===== src/rtl/axi_lite_uart.sv =====
// AXI4-Lite UART: TX/RX FIFOs, programmable baud divider, 8N1 framing.
// Registers are decoded on addr[4:2]. Any offset not in the register map reads 0 and ignores writes.

module axi_lite_uart_fifo #(
    parameter int unsigned DEPTH = 16,
    parameter int unsigned WIDTH = 8
) (
    input  logic             clk,
    input  logic             rst,
    input  logic             push,
    input  logic             pop,
    input  logic [WIDTH-1:0] wdata,
    output logic [WIDTH-1:0] head,
    output logic             full,
    output logic             empty
);
    localparam int unsigned AW = $clog2(DEPTH);

    logic [WIDTH-1:0] mem [DEPTH];
    logic [AW:0]      wptr, rptr;
    logic             do_push, do_pop;

    assign empty   = (wptr == rptr);
    assign full    = (wptr[AW] != rptr[AW]) && (wptr[AW-1:0] == rptr[AW-1:0]);
    assign do_pop  = pop & ~empty;
    assign do_push = push & (~full | do_pop);
    assign head    = mem[rptr[AW-1:0]];

    // NOTE: sequential state is assigned with <= so every flop samples pre-edge values.
    always_ff @(posedge clk) begin
        if (rst) begin
            wptr <= '0;
            rptr <= '0;
        end else begin
            if (do_push) wptr <= wptr + 1'b1;
            if (do_pop)  rptr <= rptr + 1'b1;
        end
    end

    // NOTE: storage is not reset; the pointers alone decide which entries are valid.
    always_ff @(posedge clk) begin
        if (do_push) mem[wptr[AW-1:0]] <= wdata;
    end
endmodule

module axi_lite_uart #(
    parameter int unsigned AXI_ADDR_WIDTH = 64,
    parameter int unsigned FIFO_DEPTH     = 16,
    parameter int unsigned BAUD_DIV_RESET = 868
) (
    input  logic                      clk,
    input  logic                      rst,
    input  logic [AXI_ADDR_WIDTH-1:0] awaddr,
    input  logic                      awvalid,
    output logic                      awready,
    input  logic [31:0]               wdata,
    input  logic [3:0]                wstrb,
    input  logic                      wvalid,
    output logic                      wready,
    output logic [1:0]                bresp,
    output logic                      bvalid,
    input  logic                      bready,
    input  logic [AXI_ADDR_WIDTH-1:0] araddr,
    input  logic                      arvalid,
    output logic                      arready,
    output logic [31:0]               rdata,
    output logic [1:0]                rresp,
    output logic                      rvalid,
    input  logic                      rready,
    output logic                      tx,
    input  logic                      rx,
    output logic                      irq
);
    typedef enum logic [1:0] {S_IDLE, S_START, S_DATA, S_STOP} uart_state_t;

    localparam logic [2:0]  A_TXDATA = 3'd0, A_RXDATA = 3'd1, A_STATUS = 3'd2,
                            A_BAUD = 3'd3, A_IE = 3'd4;
    localparam logic [15:0] BAUD_INIT = 16'(BAUD_DIV_RESET);

    logic [15:0] baud_div;
    logic [1:0]  ie;
    logic        rx_overrun, frame_err;
    logic [31:0] rd_mux, status;
    logic [2:0]  wsel, rsel;
    logic        wr_hs, rd_hs, tx_push, tx_drop, rx_pop, ovr_set;
    logic        tx_full, tx_empty, tx_pop, rx_full, rx_empty, rx_push, fe_set;
    logic [7:0]  tx_head, rx_head;
    logic        unused_bits;

    assign unused_bits = ^{awaddr[AXI_ADDR_WIDTH-1:5], awaddr[1:0],
                           araddr[AXI_ADDR_WIDTH-1:5], araddr[1:0], wdata[31:16], wstrb[3:1]};

    assign wsel    = awaddr[4:2];
    assign rsel    = araddr[4:2];
    assign wr_hs   = awvalid & wvalid & ~bvalid & ~rst;
    assign awready = wr_hs;
    assign wready  = wr_hs;
    assign arready = ~rvalid & ~rst;
    assign rd_hs   = arvalid & arready;
    assign rresp   = 2'b00;

    // A push into a full TX FIFO survives when the FSM pops in the same cycle.
    assign tx_push = wr_hs && (wsel == A_TXDATA) && wstrb[0];
    assign tx_drop = tx_push & tx_full & ~tx_pop;
    assign rx_pop  = rd_hs && (rsel == A_RXDATA);
    assign ovr_set = rx_push & rx_full & ~rx_pop;

    axi_lite_uart_fifo #(.DEPTH(FIFO_DEPTH), .WIDTH(8)) u_tx_fifo (
        .clk(clk), .rst(rst), .push(tx_push), .pop(tx_pop), .wdata(wdata[7:0]),
        .head(tx_head), .full(tx_full), .empty(tx_empty)
    );

    // --- TX serializer ---
    uart_state_t tx_state, tx_state_n;
    logic [15:0] tx_cnt, tx_cnt_n, tx_div, tx_div_n;
    logic [2:0]  tx_bit, tx_bit_n;
    logic [7:0]  tx_shift, tx_shift_n;
    logic        tx_n, tx_busy, tx_end;

    assign tx_busy = (tx_state != S_IDLE);
    assign tx_end  = (tx_cnt == tx_div - 16'd1);

    // NOTE: every output of this block gets a default first, so no path can infer a latch.
    always_comb begin
        tx_state_n = tx_state;
        tx_cnt_n   = tx_cnt + 16'd1;
        tx_div_n   = tx_div;
        tx_bit_n   = tx_bit;
        tx_shift_n = tx_shift;
        tx_n       = tx;
        tx_pop     = 1'b0;
        case (tx_state)
            S_IDLE: begin
                tx_cnt_n = '0;
                tx_n     = 1'b1;
                if (!tx_empty) begin
                    tx_state_n = S_START;
                    tx_pop     = 1'b1;
                    tx_shift_n = tx_head;
                    tx_div_n   = baud_div;
                    tx_n       = 1'b0;
                end
            end
            S_START: if (tx_end) begin
                tx_state_n = S_DATA;
                tx_cnt_n   = '0;
                tx_bit_n   = '0;
                tx_n       = tx_shift[0];
            end
            S_DATA: if (tx_end) begin
                tx_cnt_n = '0;
                if (tx_bit == 3'd7) begin
                    tx_state_n = S_STOP;
                    tx_n       = 1'b1;
                end else begin
                    tx_bit_n = tx_bit + 3'd1;
                    tx_n     = tx_shift[tx_bit + 3'd1];
                end
            end
            default: if (tx_end) begin
                tx_cnt_n = '0;
                if (!tx_empty) begin
                    tx_state_n = S_START;
                    tx_pop     = 1'b1;
                    tx_shift_n = tx_head;
                    tx_div_n   = baud_div;
                    tx_n       = 1'b0;
                end else begin
                    tx_state_n = S_IDLE;
                    tx_n       = 1'b1;
                end
            end
        endcase
    end

    always_ff @(posedge clk) begin
        if (rst) begin
            tx_state <= S_IDLE;
            tx_cnt   <= '0;
            tx_div   <= BAUD_INIT;
            tx_bit   <= '0;
            tx_shift <= '0;
            tx       <= 1'b1;
        end else begin
            tx_state <= tx_state_n;
            tx_cnt   <= tx_cnt_n;
            tx_div   <= tx_div_n;
            tx_bit   <= tx_bit_n;
            tx_shift <= tx_shift_n;
            tx       <= tx_n;
        end
    end

    // --- RX deserializer: rx_s1/rx_s2 synchronize, rx_prev finds the falling edge ---
    uart_state_t rx_state, rx_state_n;
    logic [15:0] rx_cnt, rx_cnt_n, rx_div, rx_div_n;
    logic [2:0]  rx_bit, rx_bit_n;
    logic [7:0]  rx_shift, rx_shift_n;
    logic        rx_s1, rx_s2, rx_prev, rx_end;

    assign rx_end = (rx_cnt == rx_div - 16'd1);

    always_comb begin
        rx_state_n = rx_state;
        rx_cnt_n   = rx_cnt + 16'd1;
        rx_div_n   = rx_div;
        rx_bit_n   = rx_bit;
        rx_shift_n = rx_shift;
        rx_push    = 1'b0;
        fe_set     = 1'b0;
        case (rx_state)
            S_IDLE: begin
                rx_cnt_n = '0;
                if (rx_prev && !rx_s2) begin
                    rx_state_n = S_START;
                    rx_div_n   = baud_div;
                end
            end
            S_START: if (rx_cnt == (rx_div >> 1) - 16'd1) begin
                rx_cnt_n   = '0;
                rx_bit_n   = '0;
                rx_state_n = rx_s2 ? S_IDLE : S_DATA;
            end
            S_DATA: if (rx_end) begin
                rx_cnt_n   = '0;
                rx_shift_n = {rx_s2, rx_shift[7:1]};
                if (rx_bit == 3'd7) rx_state_n = S_STOP;
                else                rx_bit_n   = rx_bit + 3'd1;
            end
            default: if (rx_end) begin
                rx_state_n = S_IDLE;
                rx_push    = rx_s2;
                fe_set     = ~rx_s2;
            end
        endcase
    end

    always_ff @(posedge clk) begin
        if (rst) begin
            {rx_s1, rx_s2, rx_prev} <= 3'b111;
            rx_state <= S_IDLE;
            rx_cnt   <= '0;
            rx_div   <= BAUD_INIT;
            rx_bit   <= '0;
            rx_shift <= '0;
        end else begin
            {rx_s1, rx_s2, rx_prev} <= {rx, rx_s1, rx_s2};
            rx_state <= rx_state_n;
            rx_cnt   <= rx_cnt_n;
            rx_div   <= rx_div_n;
            rx_bit   <= rx_bit_n;
            rx_shift <= rx_shift_n;
        end
    end

    axi_lite_uart_fifo #(.DEPTH(FIFO_DEPTH), .WIDTH(8)) u_rx_fifo (
        .clk(clk), .rst(rst), .push(rx_push), .pop(rx_pop), .wdata(rx_shift),
        .head(rx_head), .full(rx_full), .empty(rx_empty)
    );

    // --- Register file and AXI response channels ---
    assign status = {25'b0, frame_err, rx_overrun, tx_busy, rx_full, ~rx_empty, tx_empty, tx_full};

    always_comb begin
        rd_mux = '0;
        case (rsel)
            A_RXDATA: rd_mux = {23'b0, ~rx_empty, rx_empty ? 8'h00 : rx_head};
            A_STATUS: rd_mux = status;
            A_BAUD:   rd_mux = {16'b0, baud_div};
            A_IE:     rd_mux = {30'b0, ie};
            default:  rd_mux = '0;
        endcase
    end

    always_ff @(posedge clk) begin
        if (rst) begin
            bvalid     <= 1'b0;
            bresp      <= 2'b00;
            rvalid     <= 1'b0;
            rdata      <= '0;
            baud_div   <= BAUD_INIT;
            ie         <= '0;
            rx_overrun <= 1'b0;
            frame_err  <= 1'b0;
            irq        <= 1'b0;
        end else begin
            if (wr_hs) begin
                bvalid <= 1'b1;
                bresp  <= tx_drop ? 2'b10 : 2'b00;
            end else if (bready) begin
                bvalid <= 1'b0;
            end
            if (rd_hs) begin
                rvalid <= 1'b1;
                rdata  <= rd_mux;
            end else if (rready) begin
                rvalid <= 1'b0;
            end
            if (wr_hs && wsel == A_BAUD) baud_div <= (wdata[15:0] < 16'd8) ? 16'd8 : wdata[15:0];
            if (wr_hs && wsel == A_IE)   ie       <= wdata[1:0];
            // A same-cycle set beats the write-1-to-clear.
            rx_overrun <= ovr_set | (rx_overrun & ~(wr_hs && wsel == A_STATUS && wdata[5]));
            frame_err  <= fe_set  | (frame_err  & ~(wr_hs && wsel == A_STATUS && wdata[6]));
            irq        <= (~rx_empty & ie[0]) | (tx_empty & ie[1]);
        end
    end
endmodule


===== config.mk =====
export PLATFORM = sky130hd
export DESIGN_NAME = axi_lite_uart
export DESIGN_NICKNAME = d
export VERILOG_FILES = /design/src/rtl/axi_lite_uart.sv
export SDC_FILE = /design/constraint.sdc
export NUM_CORES = 1
export LEC_CHECK = 0
export BUFFER_PORTS_ARGS = -buffer_cell sky130_fd_sc_hd__buf_2
export CORE_MARGIN = 2
export CORE_UTILIZATION = 23
export CTS_BUF_LIST = sky130_fd_sc_hd__clkbuf_16
export CTS_CLUSTER_DIAMETER = 80
export DETAILED_ROUTE_END_ITERATION = 8
export GPL_ROUTABILITY_DRIVEN = 0
export GPL_TIMING_DRIVEN = 0
export PLACE_DENSITY_LB_ADDON = 0.3
export SLEW_MARGIN = 20
export SYNTH_ARGS = -nofsm -noshare
export SYNTH_HDL_FRONTEND = slang
export SYNTH_HIERARCHICAL = 1
export SYNTH_SLANG_ARGS = --single-unit
export TNS_END_PERCENT = 30

===== constraint.sdc =====
create_clock -name clk -period 4.4 [get_ports clk]
set_clock_uncertainty 0.15 [all_clocks]
set_input_delay 0 -clock clk [delete_from_list [all_inputs] [get_ports clk]]
set_output_delay 0 -clock clk [all_outputs]
set_load 0.02 [all_outputs]

### Word-level counts from Yosys, hierarchy flattened

Memories as Yosys holds them, arrays and structs flattened. A register that Yosys moved wholly into a read port is not among the register bits.
Cells that the tools add are included.

| word-level totals | value |
|---|---|
| output and inout bits | 43 |
| memories | 2 |
| register bits after elaboration | 171 |
| memory bits (writable) | 256 |
| input port bits | 172 |

| cells by class | value |
|---|---|
| $add $sub $neg | 11 |
| bitwise operators | 35 |
| order comparisons | 2 |
| reduce and logical (&&, ||, !) cells | 33 |
| muxes and demuxes | 62 |
| equal/unequal tests | 32 |

Memories:

| name | depth | bits a word | rd ports | clocked after Yosys merged registers in | write ports | line | text |
|---|---|---|---|---|---|---|---|
| u_rx_fifo.mem | 16 | 8 | 1 | 1 | 1 | 19 | `logic [WIDTH-1:0] mem [DEPTH];` |
| u_tx_fifo.mem | 16 | 8 | 1 | 1 | 1 | 19 |  |

Operators by type and width:

| operator | number |
|---|---|
| 16-bit 2-to-1 mux | 5 |
| 16-bit case mux with 4 select lines | 1 |
| 16-bit equality test | 3 |
| 16-bit case mux with 3 select lines | 1 |
| 16-bit by 1-bit adder with 16-bit output (second input constant) | 2 |
| 16-bit case mux with 2 select lines | 1 |
| 16-bit by 1-bit subtractor with 16-bit output (second input constant) | 2 |
| 2-bit 2-to-1 mux | 12 |
| 8-bit 2-to-1 mux | 3 |
| 1-bit 2-to-1 mux | 21 |
| 5-bit by 1-bit adder with 5-bit output (second input constant) | 4 |
| 2-bit != test (second input constant) | 10 |
| 3-bit 2-to-1 mux | 6 |
| 1-bit bitwise AND | 17 |
| 16-bit by 4-bit < comparator with 1-bit output (second input constant) | 1 |
| 4-bit 2-to-1 mux | 4 |
| 8-bit case mux with 2 select lines | 1 |
| 15-bit by 1-bit subtractor with 16-bit output (second input constant) | 1 |
| 1-bit inverter | 13 |
| 3-bit by 2-bit equality test with 1-bit output (second input constant) | 4 |
| 3-bit equality test (second input constant) | 4 |
| 2-bit case mux with 3 select lines | 2 |
| 3-bit case mux with 2 select lines | 2 |
| 2-bit nonzero test | 6 |
| other kinds (23) | 49 |

### Depth between registers and ports, before layout

| logic depth | value |
|---|---|
| depth in word-level cells | 9 |
| mapped depth | 16 |

### Modules after synthesis

The synthesis kept the hierarchy.

By module, submodules not included:

| module | instances | cells each | area an instance (um^2) |
|---|---|---|---|
| axi_lite_uart_fifo | 2 | 265 | 5736.8 |
| axi_lite_uart | 1 | 998 | 8055.2 |

### Least setup slack after synthesis

Ideal clock, no wire load.

| path | value |
|---|---|
| path type | reg-to-reg |
| from | register rx_div[1] |
| to | memory u_rx_fifo.mem[11][0] (enable) |
| arrival | 3466 ps |
| required time | 3865 ps |
| setup time | 385 ps |
| setup slack | 399 ps |
| clock period less this slack | 4001 ps |
| stages on the path, launching flop included | 13 |
| path through | dfxtp_1 > inv_1 > ha_1 > nor3b_2 > and4_1 > a211oi_1 > or3b_1 > a2111o_1 > nor3b_2 > and3_1 > nand2_1 > a21o_1 > nor3b_1 |

| on the way | value |
|---|---|
| word-level cells in the longest chain between the ends | 7 |

Ends and longest elaborated chain:

| element | line | text |
|---|---|---|
| from (decl) | 196 | `logic [15:0] rx_cnt, rx_cnt_n, rx_div, rx_div_n;` |
| from (signal assigned) | 250 | `rx_div <= rx_div_n;` |
| 16-bit by 1-bit subtractor with 16-bit output | 201 | `assign rx_end = (rx_cnt == rx_div - 16'd1);` |
| 16-bit equality test | 201 |  |
| 1-bit 2-to-1 mux | 230 | `default: if (rx_end) begin` |
| 1-bit 2-to-1 mux | 211 | `case (rx_state)` |
| named net rx_push | 86 | `logic tx_full, tx_empty, tx_pop, rx_full, rx_empty, rx_push, fe_set;` |
| 1-bit bitwise AND | 26 | `assign do_push = push & (~full \| do_pop);` |
| 1-bit 2-to-1 mux | 42 | `if (do_push) mem[wptr[AW-1:0]] <= wdata;` |
| 1-bit 2-to-1 mux (implied by the code) | 42 |  |
| to (decl) | 19 |  |

The timed path passes the listed nets, and every way through them passes these cells.

### Worst setup path after layout

| path | value |
|---|---|
| from | register rx_div[2] |
| to | memory u_rx_fifo.mem[9][3] (enable) |

Same word-level chain as after synthesis.

==> out/metrics.yaml <==
layout_min_cycle_time_ps: 4250
cts.sinks: 418
cts_buffers: 46
yosys.area_share.simple_pct: 15.0
intPower_mw: 6.33
rsz0062_at_grt: "true"
synth_top_family_by_area: "simple AND/OR/NAND/NOR gates"
regArea_um2: 10900
arrival_ps: 4380
synth_mux_area_share_pct: 12.3
reg2regPathDepth: 12
antenna_found_initial: 1
status: "finished clean"
min_to: "rx_s1"
finalHoldViolCount: 0
drive_above_1_share_pct: 15.0
yosys.area_share.adder_pct: 1.47
track_usage_pct: 11.6
ios: 215
tightest_slew_ps: 953
layout_common_cells: "edfxtp_1 (256), dfxtp_1 (161), nor2_1 (115), nand2_1 (112), buf_2 (65)"
start_util_pct: 23.3
io_buffers: 53
pwr-share-seq_pct: 51.4
post-route-period-util_pct: 96.5
ys.flop_type: "edfxtp_1"
cts.clk_slew.worst_paths_ps: 60
synth_xor_area_share_pct: 4.70
cts_root_buffer: "clkbuf_16"
ir_worst_vdd_mv: 0.278
synthTopCellsByArea: "edfxtp_1 (39%), dfxtp_1 (17%), mux4_1 (8.6%)"
die_y_um: 295
nets: 1890
p_per_area_nw_per_um2: 345
clock_latency_ps: 590
die_w_um: 295
worstReg2RegStart: "rx_div[2]"
drtIter0Drc: 922
route.detailed.drc: 0
grt_pass1_vias: 12700
diodes: 0
die_area_um2: 87300
hold_path.class: "primary input to register"
cts_tree: "done"
area_delta_synth_final_pct: 19.7
ant_nets: 0
hpwl_um: 35700
layout_commonest_cell: "edfxtp_1"
synth-edff-count: 256
fillCellCount: 8708
htree_levels: 2
postSynthAreaPerCell_um2: 12.8
via_per_inst: 4.56
synth_cell_types: 85
avgRoutedWirePerCell_um: 17.8
drt_wl_total_um: 50900
p_comb_share_pct: 3.0
power.leakage_nw: 7.67
fin_total_pwr_mw: 8.06
synth_top_cell_by_area: "edfxtp_1"
crit_fanout: 10
pwr-share-clk_pct: 45.6
core_area_um2: 83800
seq_area_frac_synth_pct: 56.0
slew_headroom_pct: 36.3
vias: 13100
start_kind: "register"
switching_share_pct: 21.5
power.switching_mw: 1.73
ctsLongestPathBuffers: 3
grt_max_degree: 20
grt_pass1_wl_um: 77400
async_flop_share_pct: 0
setup_viol: 0
dr.pass1.iters: 5
crit_type: "register to register"
globalRouteOverflowTotal: 0
min_path_cells: 3
totalNegativeSetupSlack_ps: 0
final_cells: 2860
fmax_mhz: 236
netlist_area_um2: 19500
ys_ff_latch: 418
drv_slew: 0
r2r_end: "u_rx_fifo/mem[9][3]"
required_ps: 4530
synth-compound-area-share_pct: 6.55
synth_warnings: 6
core.rowCount: 106
regToRegSetupSlack_ps: 150
synth_top_area_share_pct: 39.4
multiInputGateArea_um2: 8080
place_inst: 2737
netlist_instances: 1528
cp-end-kind: "register"
min_from: "rx"
cap_violations: 0
timing repair:
action	in CTS	in global routing
resized for setup	39	16
buffers inserted	0	2
endpoints found under the setup margin	238	259
endpoints found under the hold margin	195	0
hold buffers	43	0
pin swaps	0	1
kinds of logic after synthesis:
kind of cell | count (synthesis)
fa+ha+maj | 23
compound gates | 180
mux | 113
xor+xnor | 103
buf+inv | 153
flops | 418
other cells | 1
simple gates | 537
worst max-delay path, stage by stage, from the launching register on:
cell and delay (ps):
dfxtp_1 370, inv_1 110, ha_2 270, nor3b_4 290
and4_1 260, a211oi_1 80, or3b_1 380, a2111o_1 510
nor3b_4 300, and3_2 300, a21boi_4 290, buf_2 240
and3_2 370
power by group through the flow:
stage / clock [mW] / sequential, mW / combinational [mW]
2_1_floorplan: 0 / 4.23 / 0.120
3_3_place_gp: 0 / 4.23 / 0.205
3_5_place_dp: 0 / 4.23 / 0.209
4_1_cts: 3.79 / 4.15 / 0.237
5_1_grt: 3.94 / 4.14 / 0.261
6_report: 3.67 / 4.15 / 0.238
worst max path at each step:
stage          startpoint                   end  slack (ps)
6_report        rx_div[2]   u_rx_fifo/mem[9][3]         150
2_1_floorplan   rx_div[1]  u_rx_fifo/mem[11][0]         400
3_5_place_dp    tx_div[0]   u_tx_fifo/mem[9][5]        -370
3_3_place_gp    tx_div[0]  u_tx_fifo/mem[11][0]       -1080
4_1_cts         tx_div[0]   u_tx_fifo/mem[0][3]         -60
5_1_grt         rx_div[2]   u_rx_fifo/mem[4][0]         -50
synthesized netlist by cell type, drive strengths merged (17+ instances only):
master / count
and3: 39
a31oi: 26
xor2: 37
nand2: 112
mux2i: 23
or4b: 17
nand4: 41
nand3: 64
o21ai: 20
dfxtp: 162
buf: 64
mux4: 82
clkbuf: 65
inv: 24
edfxtp: 256
nor3: 49
xnor2: 66
a22oi: 18
nor2b: 22
a21oi: 47
nor2: 115
ha: 23
routing by layer:
metal | global-route usage, % | wire [µm] | vias to the layer above
met3 | 2.65 | 3510 | 75
met4 | 2.96 | 983 | 2
met1 | 16.3 | 23900 | 6496
li1 | - | - | 6127
met5 | 0 | 12 | -
met2 | 18.0 | 22500 | 351
state kept, by name (all words and copies together) (netlist names), 16 cells and up, named ones only:
signal	count
rdata	16
rx_cnt	16
rx_div	16
u_rx_fifo/mem	128
tx_cnt	16
tx_div	16
baud_div	16
u_tx_fifo/mem	128
per-stage QoR:
stage	utilization (%)	area, µm²	hold slack, ps	setup slack, ps
2_1_floorplan	-	19600	-51.1	399
3_3_place_gp	25.4	21300	34.7	-1080
3_5_place_dp	25.4	21300	41.2	-367
4_1_cts	27.8	23300	6.01	-57.2
5_1_grt	27.9	23400	46.7	-51.7
6_report	27.9	23400	49.5	154
layout make-up:
type                            instances  area share (%)
Inverter                               24           0.385
Timing Repair Buffer                  102            3.17
Clock buffer                           47            5.03
Buffer                                128            2.92
Clock inverter                         32            1.09
Sequential cell                       418            46.8
Tap cell                             1134            6.07
Multi-Input combinational cell        975            34.6
(Power assumes the default switching activity.)
